File: src/rtl/csp_packet_endpoint.sv
// Clocked NoC traffic endpoint: a packet generator and a packet bucket, each
// speaking 4-phase bundled-data req/ack to a router port.
module csp_packet_endpoint #(
    parameter int         WIDTH_packet = 14,
    parameter logic [2:0] SRC_ADDR     = 3'b000,
    parameter logic [2:0] DEST_ADDR    = 3'b001,
    parameter int         NODE         = 0,
    parameter int         NUM_PACKETS  = 2,
    parameter int         FL           = 2,
    parameter int         BL           = 1
) (
    input  logic                    clk,
    input  logic                    rst_n,
    input  logic                    gen_en,
    output logic                    gen_done,
    output logic                    out_req,
    input  logic                    out_ack,
    output logic [WIDTH_packet-1:0] out_data,
    input  logic                    in_req,
    output logic                    in_ack,
    input  logic [WIDTH_packet-1:0] in_data,
    output logic                    rx_valid,
    output logic [WIDTH_packet-1:0] rx_data,
    output logic [15:0]             rx_count,
    output logic                    rx_misroute
);

    localparam int         FL_CW     = $clog2(FL + 1);
    localparam int         BL_CW     = $clog2(BL + 1);
    localparam logic [2:0] NODE_ADDR = 3'(NODE);
    localparam logic [7:0] LAST_IDX  = 8'(NUM_PACKETS - 1);

    function automatic logic [WIDTH_packet-1:0] make_pkt(input logic [7:0] idx);
        make_pkt       = '0;
        make_pkt[13:0] = {SRC_ADDR, idx, DEST_ADDR};
    endfunction

    typedef enum logic [2:0] {G_IDLE, G_SETUP, G_REQ_HI, G_REQ_LO, G_DONE} gen_state_t;
    typedef enum logic [1:0] {B_WAIT_REQ, B_DELAY, B_ACK_HI} bkt_state_t;

    gen_state_t               r_gen_state, w_gen_next;
    logic [FL_CW-1:0]         r_fl_cnt;
    logic [7:0]               r_pkt_idx;
    logic [WIDTH_packet-1:0]  r_out_data;
    logic                     w_fl_expired;
    logic                     w_more;

    assign w_fl_expired = (r_fl_cnt == FL_CW'(FL - 1));
    assign w_more       = (r_pkt_idx != LAST_IDX);

    // NOTE: sequential state uses non-blocking assignments so every flop samples pre-edge values.
    always_ff @(posedge clk or negedge rst_n) begin
        if (!rst_n) r_gen_state <= G_IDLE;
        else        r_gen_state <= w_gen_next;
    end

    // NOTE: the default assignment up front keeps this block free of inferred latches.
    always_comb begin
        w_gen_next = r_gen_state;
        case (r_gen_state)
            G_IDLE:   if (gen_en)       w_gen_next = G_SETUP;
            G_SETUP:  if (w_fl_expired) w_gen_next = G_REQ_HI;
            G_REQ_HI: if (out_ack)      w_gen_next = G_REQ_LO;
            G_REQ_LO: if (!out_ack)     w_gen_next = w_more ? G_SETUP : G_DONE;
            G_DONE:                     w_gen_next = G_DONE;
            default:                    w_gen_next = G_IDLE;
        endcase
    end

    always_comb begin
        out_req  = (r_gen_state == G_REQ_HI);
        gen_done = (r_gen_state == G_DONE);
    end

    // A load restarts the forward-latency count; out_data is otherwise frozen.
    always_ff @(posedge clk or negedge rst_n) begin
        if (!rst_n) begin
            r_fl_cnt   <= '0;
            r_pkt_idx  <= '0;
            r_out_data <= '0;
        end else if (r_gen_state == G_IDLE && gen_en) begin
            r_fl_cnt   <= '0;
            r_pkt_idx  <= '0;
            r_out_data <= make_pkt(8'd0);
        end else if (r_gen_state == G_REQ_LO && !out_ack && w_more) begin
            r_fl_cnt   <= '0;
            r_pkt_idx  <= r_pkt_idx + 8'd1;
            r_out_data <= make_pkt(r_pkt_idx + 8'd1);
        end else if (r_gen_state == G_SETUP) begin
            r_fl_cnt   <= r_fl_cnt + 1'b1;
        end
    end

    assign out_data = r_out_data;

    bkt_state_t              r_bkt_state, w_bkt_next;
    logic [BL_CW-1:0]        r_bl_cnt;
    logic                    w_bl_expired;
    logic                    w_capture;
    logic                    r_rx_valid;
    logic [WIDTH_packet-1:0] r_rx_data;
    logic [15:0]             r_rx_count;
    logic                    r_rx_misroute;

    assign w_bl_expired = (r_bl_cnt == BL_CW'(BL - 1));
    assign w_capture    = (r_bkt_state != B_ACK_HI) && (w_bkt_next == B_ACK_HI);

    always_ff @(posedge clk or negedge rst_n) begin
        if (!rst_n) r_bkt_state <= B_WAIT_REQ;
        else        r_bkt_state <= w_bkt_next;
    end

    // With BL=1 the acknowledge is raised on the edge that first samples req.
    always_comb begin
        w_bkt_next = r_bkt_state;
        case (r_bkt_state)
            B_WAIT_REQ: if (in_req)       w_bkt_next = (BL == 1) ? B_ACK_HI : B_DELAY;
            B_DELAY:    if (w_bl_expired) w_bkt_next = B_ACK_HI;
            B_ACK_HI:   if (!in_req)      w_bkt_next = B_WAIT_REQ;
            default:                      w_bkt_next = B_WAIT_REQ;
        endcase
    end

    always_comb begin
        in_ack = (r_bkt_state == B_ACK_HI);
    end

    always_ff @(posedge clk or negedge rst_n) begin
        if (!rst_n) begin
            r_bl_cnt      <= '0;
            r_rx_valid    <= 1'b0;
            r_rx_data     <= '0;
            r_rx_count    <= '0;
            r_rx_misroute <= 1'b0;
        end else begin
            r_rx_valid <= w_capture;
            if (r_bkt_state == B_WAIT_REQ) r_bl_cnt <= BL_CW'(1);
            else if (r_bkt_state == B_DELAY) r_bl_cnt <= r_bl_cnt + 1'b1;
            if (w_capture) begin
                r_rx_data <= in_data;
                if (r_rx_count != 16'hFFFF) r_rx_count <= r_rx_count + 16'd1;
                if (in_data[2:0] != NODE_ADDR) r_rx_misroute <= 1'b1;
            end
        end
    end

    assign rx_valid    = r_rx_valid;
    assign rx_data     = r_rx_data;
    assign rx_count    = r_rx_count;
    assign rx_misroute = r_rx_misroute;

endmodule

File: config.mk
export PLATFORM = sky130hd
export DESIGN_NAME = csp_packet_endpoint
export DESIGN_NICKNAME = d
export VERILOG_FILES = /design/src/rtl/csp_packet_endpoint.sv
export SDC_FILE = /design/constraint.sdc
export NUM_CORES = 1
export LEC_CHECK = 0
export CAP_MARGIN = 20
export CORE_MARGIN = 8
export CORE_UTILIZATION = 49
export CTS_BUF_LIST = sky130_fd_sc_hd__clkbuf_4
export CTS_CLUSTER_SIZE = 12
export DETAILED_ROUTE_END_ITERATION = 16
export PLACE_DENSITY = 0.83
export SLEW_MARGIN = 5
export SYNTH_ARGS = -nofsm -noshare
export SYNTH_HDL_FRONTEND = slang
export SYNTH_SLANG_ARGS = --single-unit
File: constraint.sdc
create_clock -name clk -period 2.15 [get_ports clk]
set_input_delay 0.215 -clock clk [delete_from_list [all_inputs] [get_ports clk]]
set_output_delay 0.215 -clock clk [all_outputs]
set_load 0.1 [all_outputs]
==> run metrics, run 1 <==
status=completed; Setup crit end kind=flop; layout cells sized above 1=38.8%; Peak supply drop=0.000593 V; Synth cell types=44; max-cap check violation count=0; IO Port Bufs=62; post-CTS sizing=0; Root Buffer=clkbuf_4; WP data required=2400 ps; Post-synth EDFFs=0; period utilisation layout=82.1%; combined area of all synthesized cells=2330 µm²; Routed Antenna Nets=0; largest net degree at the start of global routing=30; Die H=85.0 µm; vias post-DR=1673; Tmin final=1760 ps; R2R depth=5; Post-Syn Area per Cell=11.7 µm²; crit path max fanout=9; worst hold path type=input pin to async pin; Die Width=85.0 µm; Worst Setup Path Type=flop to flop; flop2flop setup slack=390 ps; total negative slack=0 ps; most common cell after layout, fill and taps aside=buf_4; Synth Register Bits=49; setup repair bufs after CTS=0; Via-to-Cell Ratio=5.20; Clock Path Buffers=2; setup slack after layout=385 ps; IO Pins=68; RSZ-0062 raised after global routing=false; first-pass GRT wire length=8160 µm; wire length per cell=15.0 µm; Layout Utilization=65.1%; Critical-path top delay cell=nor4_4; # nets final=290; setup slack at placement=402 ps; die area=7230 µm²; CTS Buf Count=5; # clock sinks=49; number of global-route vias before repair=1696; core footprint=4660 µm²; Reg2Reg Launch Point=rx_count[0]$_DFFE_PN0P_; commonest cells after routing, fill and taps aside=buf_4 (46), dfrtp_1 (32), mux2_2 (18), clkdlybuf4s50_1 (17), dfrtp_2 (17); FF-to-FF End=rx_count[1]$_DFFE_PN0P_; CTS tree=yes; crit-path cells=ha_1 -> nand4_1 -> nor4_4 -> nor2_2 -> mux2_2; Largest delay share family, worst path=simple AND/OR/NAND/NOR gates; Buf/Inv on CP=0; Synth area leaders=dfrtp_1 (53%), mux2_2 (8.7%), xor2_1 (5.6%), ha_1 (2.1%), nor3_1 (2.1%); CTS clk-pin slew, worst paths=140 ps; Setup-failing EPs final=0; arrival time worst endpoint=2020 ps; initial core utilization=50.1%; Yosys Warn Count=0; main flop type after synthesis=dfrtp_1; # hold bufs at CTS=1; top-area cell type share of the netlist area=52.5%; wire length after detailed routing=4850 µm; diode count=0; DRC Markers=0; H-Tree Depth=2; initial antenna violation count=0; Fill cells=360; slowest stage delay, CP=440 ps; Peak Freq=567 MHz; total grt overflow=0; asr flop ratio synth=100%; GPL Wtd Cong=0.818; Power Density=1160 nW/µm²; sequential area share after synthesis=52.5%; DPL Wire Length=3730 µm; All-Layer GR Usage=14.1%; Site Rows=25; Startpoint Class=flop; fin. max-slew vios=0; Leakage=0.00139 µW; drt pass-1 iters=4; worst-skew pair later-pin latency=360 ps; worst-margin pin slew=539 ps; Yosys top cell by area=dfrtp_1; Max-slew headroom=64.1%; final hold vios=0; starting DRC count in detailed routing=64; Synth Instances=199; Layout area overhead=30.0%; clock skew=11.3 ps
## kinds of logic (layout without fill, tap and decap cells)
group / count (synthesis) / in the layout / synth area share, %
simple gates: 71 / 71 / 19.5
compound gates: 17 / 17 / 4.77
mux: 20 / 20 / 9.65
flops: 49 / 49 / 52.5
buf+inv: 18 / 83 / 4.13
fa+ha+maj: 4 / 4 / 2.14
other cells: 1 / 5 / 0.161
xor+xnor: 19 / 19 / 7.13
## worst max path at each step
stage | start | endpoint | slack (ps) | cells after the start
detailed placement | in_req | rx_count[1]$_DFFE_PN0P_ | 400 | 5
CTS | rx_count[3]$_DFFE_PN0P_ | rx_count[15]$_DFFE_PN0P_ | 380 | 4
floorplan | r_pkt_idx[1]$_DFFE_PN0P_ | r_pkt_idx[1]$_DFFE_PN0P_ | 6 | 6
global route | rx_count[0]$_DFFE_PN0P_ | rx_count[1]$_DFFE_PN0P_ | 230 | 5
global placement | in_req | rx_count[1]$_DFFE_PN0P_ | 410 | 5
finish | rx_count[0]$_DFFE_PN0P_ | rx_count[1]$_DFFE_PN0P_ | 390 | 5
## routing by layer
metal	vias up	GRT usage (%)	wire length (µm)
met1	787	16.3	2080
met2	49	22.4	2270
li1	832	-	-
met3	5	6.76	439
met5	-	0	0
met4	0	4.53	57
## synth_stat cells (2+ instances only)
cell and number:
dfrtp_1 49, mux2_2 18, xor2_1 15, nor2_1 11, nor3_1 10, nand2_1 9, inv_1 8, nand3_1 7
buf_4 5, a211oi_1 4, a21oi_1 4, ha_1 4, nand4_1 4, nor4_2 4, xnor2_1 4, nor3b_1 3
nor4_1 3, o21ai_0 3, and2_1 2, and4_1 2, buf_2 2, clkbuf_1 2, mux2_1 2, nor2b_1 2
nor4b_1 2, or3_1 2
## report_power, final
part           switching, µW  internal [µW]  total (µW)  leakage (µW)
clock                    291            241         532     0.0000389
sequential               194           1090        1280      0.000585
combinational           1270            429        1690      0.000771
## layout make-up
type | instances | area [µm²] | share of cell area (%)
well taps | 54 | 67.6 | 2.23
clock buffers | 5 | 37.5 | 1.24
repair buffers | 67 | 571 | 18.8
multi-input cells | 136 | 1040 | 34.3
flip-flops and latches | 49 | 1250 | 41.1
inverters | 8 | 30.0 | 0.989
clock inverters | 3 | 41.3 | 1.36
## flip-flops by register name (all words and copies together) (netlist names)
name and flops:
rx_count 16, r_bl_cnt 1, r_gen_state 3, rx_data 14, r_bkt_state 2, r_fl_cnt 2
r_pkt_idx 7, out_data 2, rx_misroute 1, rx_valid 1
## through the flow
| stage | cells | instance area, µm² | hold slack [ps] | power [µW] |
|---|---|---|---|---|
| after floorplan | 203 | 2380 | -80.6 | 2610 |
| after global placement | 313 | 2950 | 200 | 2990 |
| after detailed placement | 313 | 2950 | 203 | 3010 |
| after CTS | 322 | 3040 | 321 | 3550 |
| after global routing | 322 | 3040 | 347 | 3690 |
| final | 322 | 3040 | 323 | 3510 |
Power figures use the tool's default switching activity.
==> run 2, diff against run 1 <==
Clock period 2.15 ns to 1.7 ns, I/O delays scaled along.
==> run 2 against run 1 <==
  * Die area unchanged
  * Critical path depth up 1
  * Register-to-register slack worse by 350 ps
  * Critical path type unchanged
  * Highest routed layer unchanged
==> run metrics, run 2 (synthesis results as in run 1) <==
status=completed; CTS tree=yes; total grt overflow=0 (unchanged); H-Tree Depth=2 (unchanged); max-cap check violation count=0 (unchanged); wire length per cell=15.9 µm (+5.6%); Die H=85.0 µm (unchanged); Max-slew headroom=66.2% (+2.1 points); starting DRC count in detailed routing=105 (+64%); placed cells=333 (+6.4%); All-Layer GR Usage=15.8% (+1.7 points); DRC Markers=0 (unchanged); Worst Setup Path Type=flop to flop; fin. max-slew vios=0 (unchanged); Clock Path Buffers=2 (unchanged); # nets final=310 (+6.9%); Critical-path top delay cell=dfrtp_4; die area=7230 µm² (unchanged); worst-skew pair later-pin latency=370 ps (about the same); slowest stage delay, CP=510 ps (+70 ps); Power Density=1360 nW/µm² (+17%); core footprint=4660 µm² (unchanged); Layout area overhead=55.7%; arrival time worst endpoint=1920 ps (-100 ps); Layout Utilization=78.0% (+13 points); worst hold path type=input pin to async pin; RSZ-0062 raised after global routing=true; Setup crit end kind=flop; crit-path cells=ha_4 -> nand4_1 -> nor4_4 -> buf_4 -> nor2_2 -> mux2_2; Site Rows=25 (unchanged); # clock sinks=49 (unchanged); Fill cells=282 (-22%); Startpoint Class=flop; crit path max fanout=9 (unchanged); GPL Wtd Cong=0.784 (-4.1%); CTS clk-pin slew, worst paths=150 ps (about the same); CTS Buf Count=5 (unchanged); vias post-DR=1804 (+7.8%); fin cells=342 (+6.2%); period utilisation layout=97.9% (+16 points); largest net degree at the start of global routing=29 (-3.3%); Routed Antenna Nets=0 (unchanged); diode count=0 (unchanged); Setup-failing EPs final=0 (unchanged); Largest register FFs=16 (unchanged); commonest cells after routing, fill and taps aside=buf_4 (39), buf_12 (29), dfrtp_1 (24), mux2_2 (17), clkdlybuf4s50_1 (17); initial antenna violation count=0 (unchanged); WP data required=1950 ps (-450 ps); clock skew=20.9 ps (+9.57 ps); DPL Wire Length=4290 µm (+15%); Final Instance Area=3640 µm² (+20%); Die Width=85.0 µm (unchanged); number of global-route vias before repair=1908 (+13%); Root Buffer=clkbuf_4; drt pass-1 iters=4 (unchanged); most common cell after layout, fill and taps aside=buf_4; wire length after detailed routing=5440 µm (+12%); final hold vios=0 (unchanged); Leakage=0.00156 µW (+12%); WHS=281 ps (-41.7 ps); Peak Freq=601 MHz (+6.1%); Peak supply drop=0.000895 V (+51%); Via-to-Cell Ratio=5.27 (+1.5%); placed cell area=3550 µm² (+20%); IO Pins=68 (unchanged); Tmin final=1660 ps (-101 ps); initial core utilization=50.1% (unchanged); worst-margin pin slew=504 ps (-35.5 ps); layout cells sized above 1=49.7% (+11 points); IO Port Bufs=62 (unchanged); first-pass GRT wire length=9200 µm (+13%)
==> run 2: power by group <==
group | internal (µW) | switching [µW] | total, µW
Combinational | 965 | 1780 | 2750
Sequential | 1430 | 227 | 1650
Clock | 157 | 372 | 529
Total | 2550 | 2380 | 4930
==> run 2: layer usage <==
metal | part of all wire, % | up-vias | global-route usage [%] | wire, µm
met3 | 6.2 | 8 | 5.21 | 336
met2 | 52 | 51 | 26.3 | 2810
met1 | 40 | 874 | 18.4 | 2190
met5 | 0 | - | 0 | 0
li1 | - | 871 | - | -
met4 | 1.7 | 0 | 6.31 | 95
==> run 2: through the flow <==
stage	worst slack (ps)	total power (µW)	TNS, ps
after detailed placement	-56.2	4410	-541
final	35.9	4930	0
after global routing	-23.1	5160	-43.5
after global placement	17.8	4350	0
after CTS	45.6	4940	0
after floorplan	-215	3430	-1740
==> run 2: final timing paths <==
kind                                            endpoint  slack, ps  cells past startpoint                     from
min in group clk                 rx_data[13]$_DFFE_PN0P_        410                      2              in_data[13]
worst max register to register   rx_count[1]$_DFFE_PN0P_         40                      6  rx_count[0]$_DFFE_PN0P_
max in group asynchronous        rx_count[5]$_DFFE_PN0P_        870                      3                    rst_n
worst max-delay path             rx_count[1]$_DFFE_PN0P_         40                      6  rx_count[0]$_DFFE_PN0P_
worst min register to register   out_data[0]$_DFFE_PN0P_        490                      1  out_data[0]$_DFFE_PN0P_
worst min-delay path            r_bkt_state[1]$_DFF_PN0_        280                      2                    rst_n
==> run 2: cell type report <==
cell class                      instances  area, µm²  share of cell area [%]
Tap cell                               54       67.6                    1.86
Inverter                                8       30.0                   0.826
Multi-Input combinational cell        136       1130                    31.1
Clock inverter                          3       17.5                   0.482
Clock buffer                            5       37.5                    1.03
Timing Repair Buffer                   87       1060                    29.1
Sequential cell                        49       1290                    35.6
==> run 2: worst max-delay path: cells and delay by family, from the launching register on <==
kind,cells,cell delay (ps)
adders and majority gates,1,170
buffers and inverters,1,170
DFF,1,510
muxes,1,350
and+or+nand+nor,3,350
==> run 2: timing repair <==
item                                    CTS  global route
endpoints found under the setup margin    0             6
hold buffers                              1             0
hold endpoints to repair                 21             0
setup buffers                             0             0
gates resized for setup                   0             5
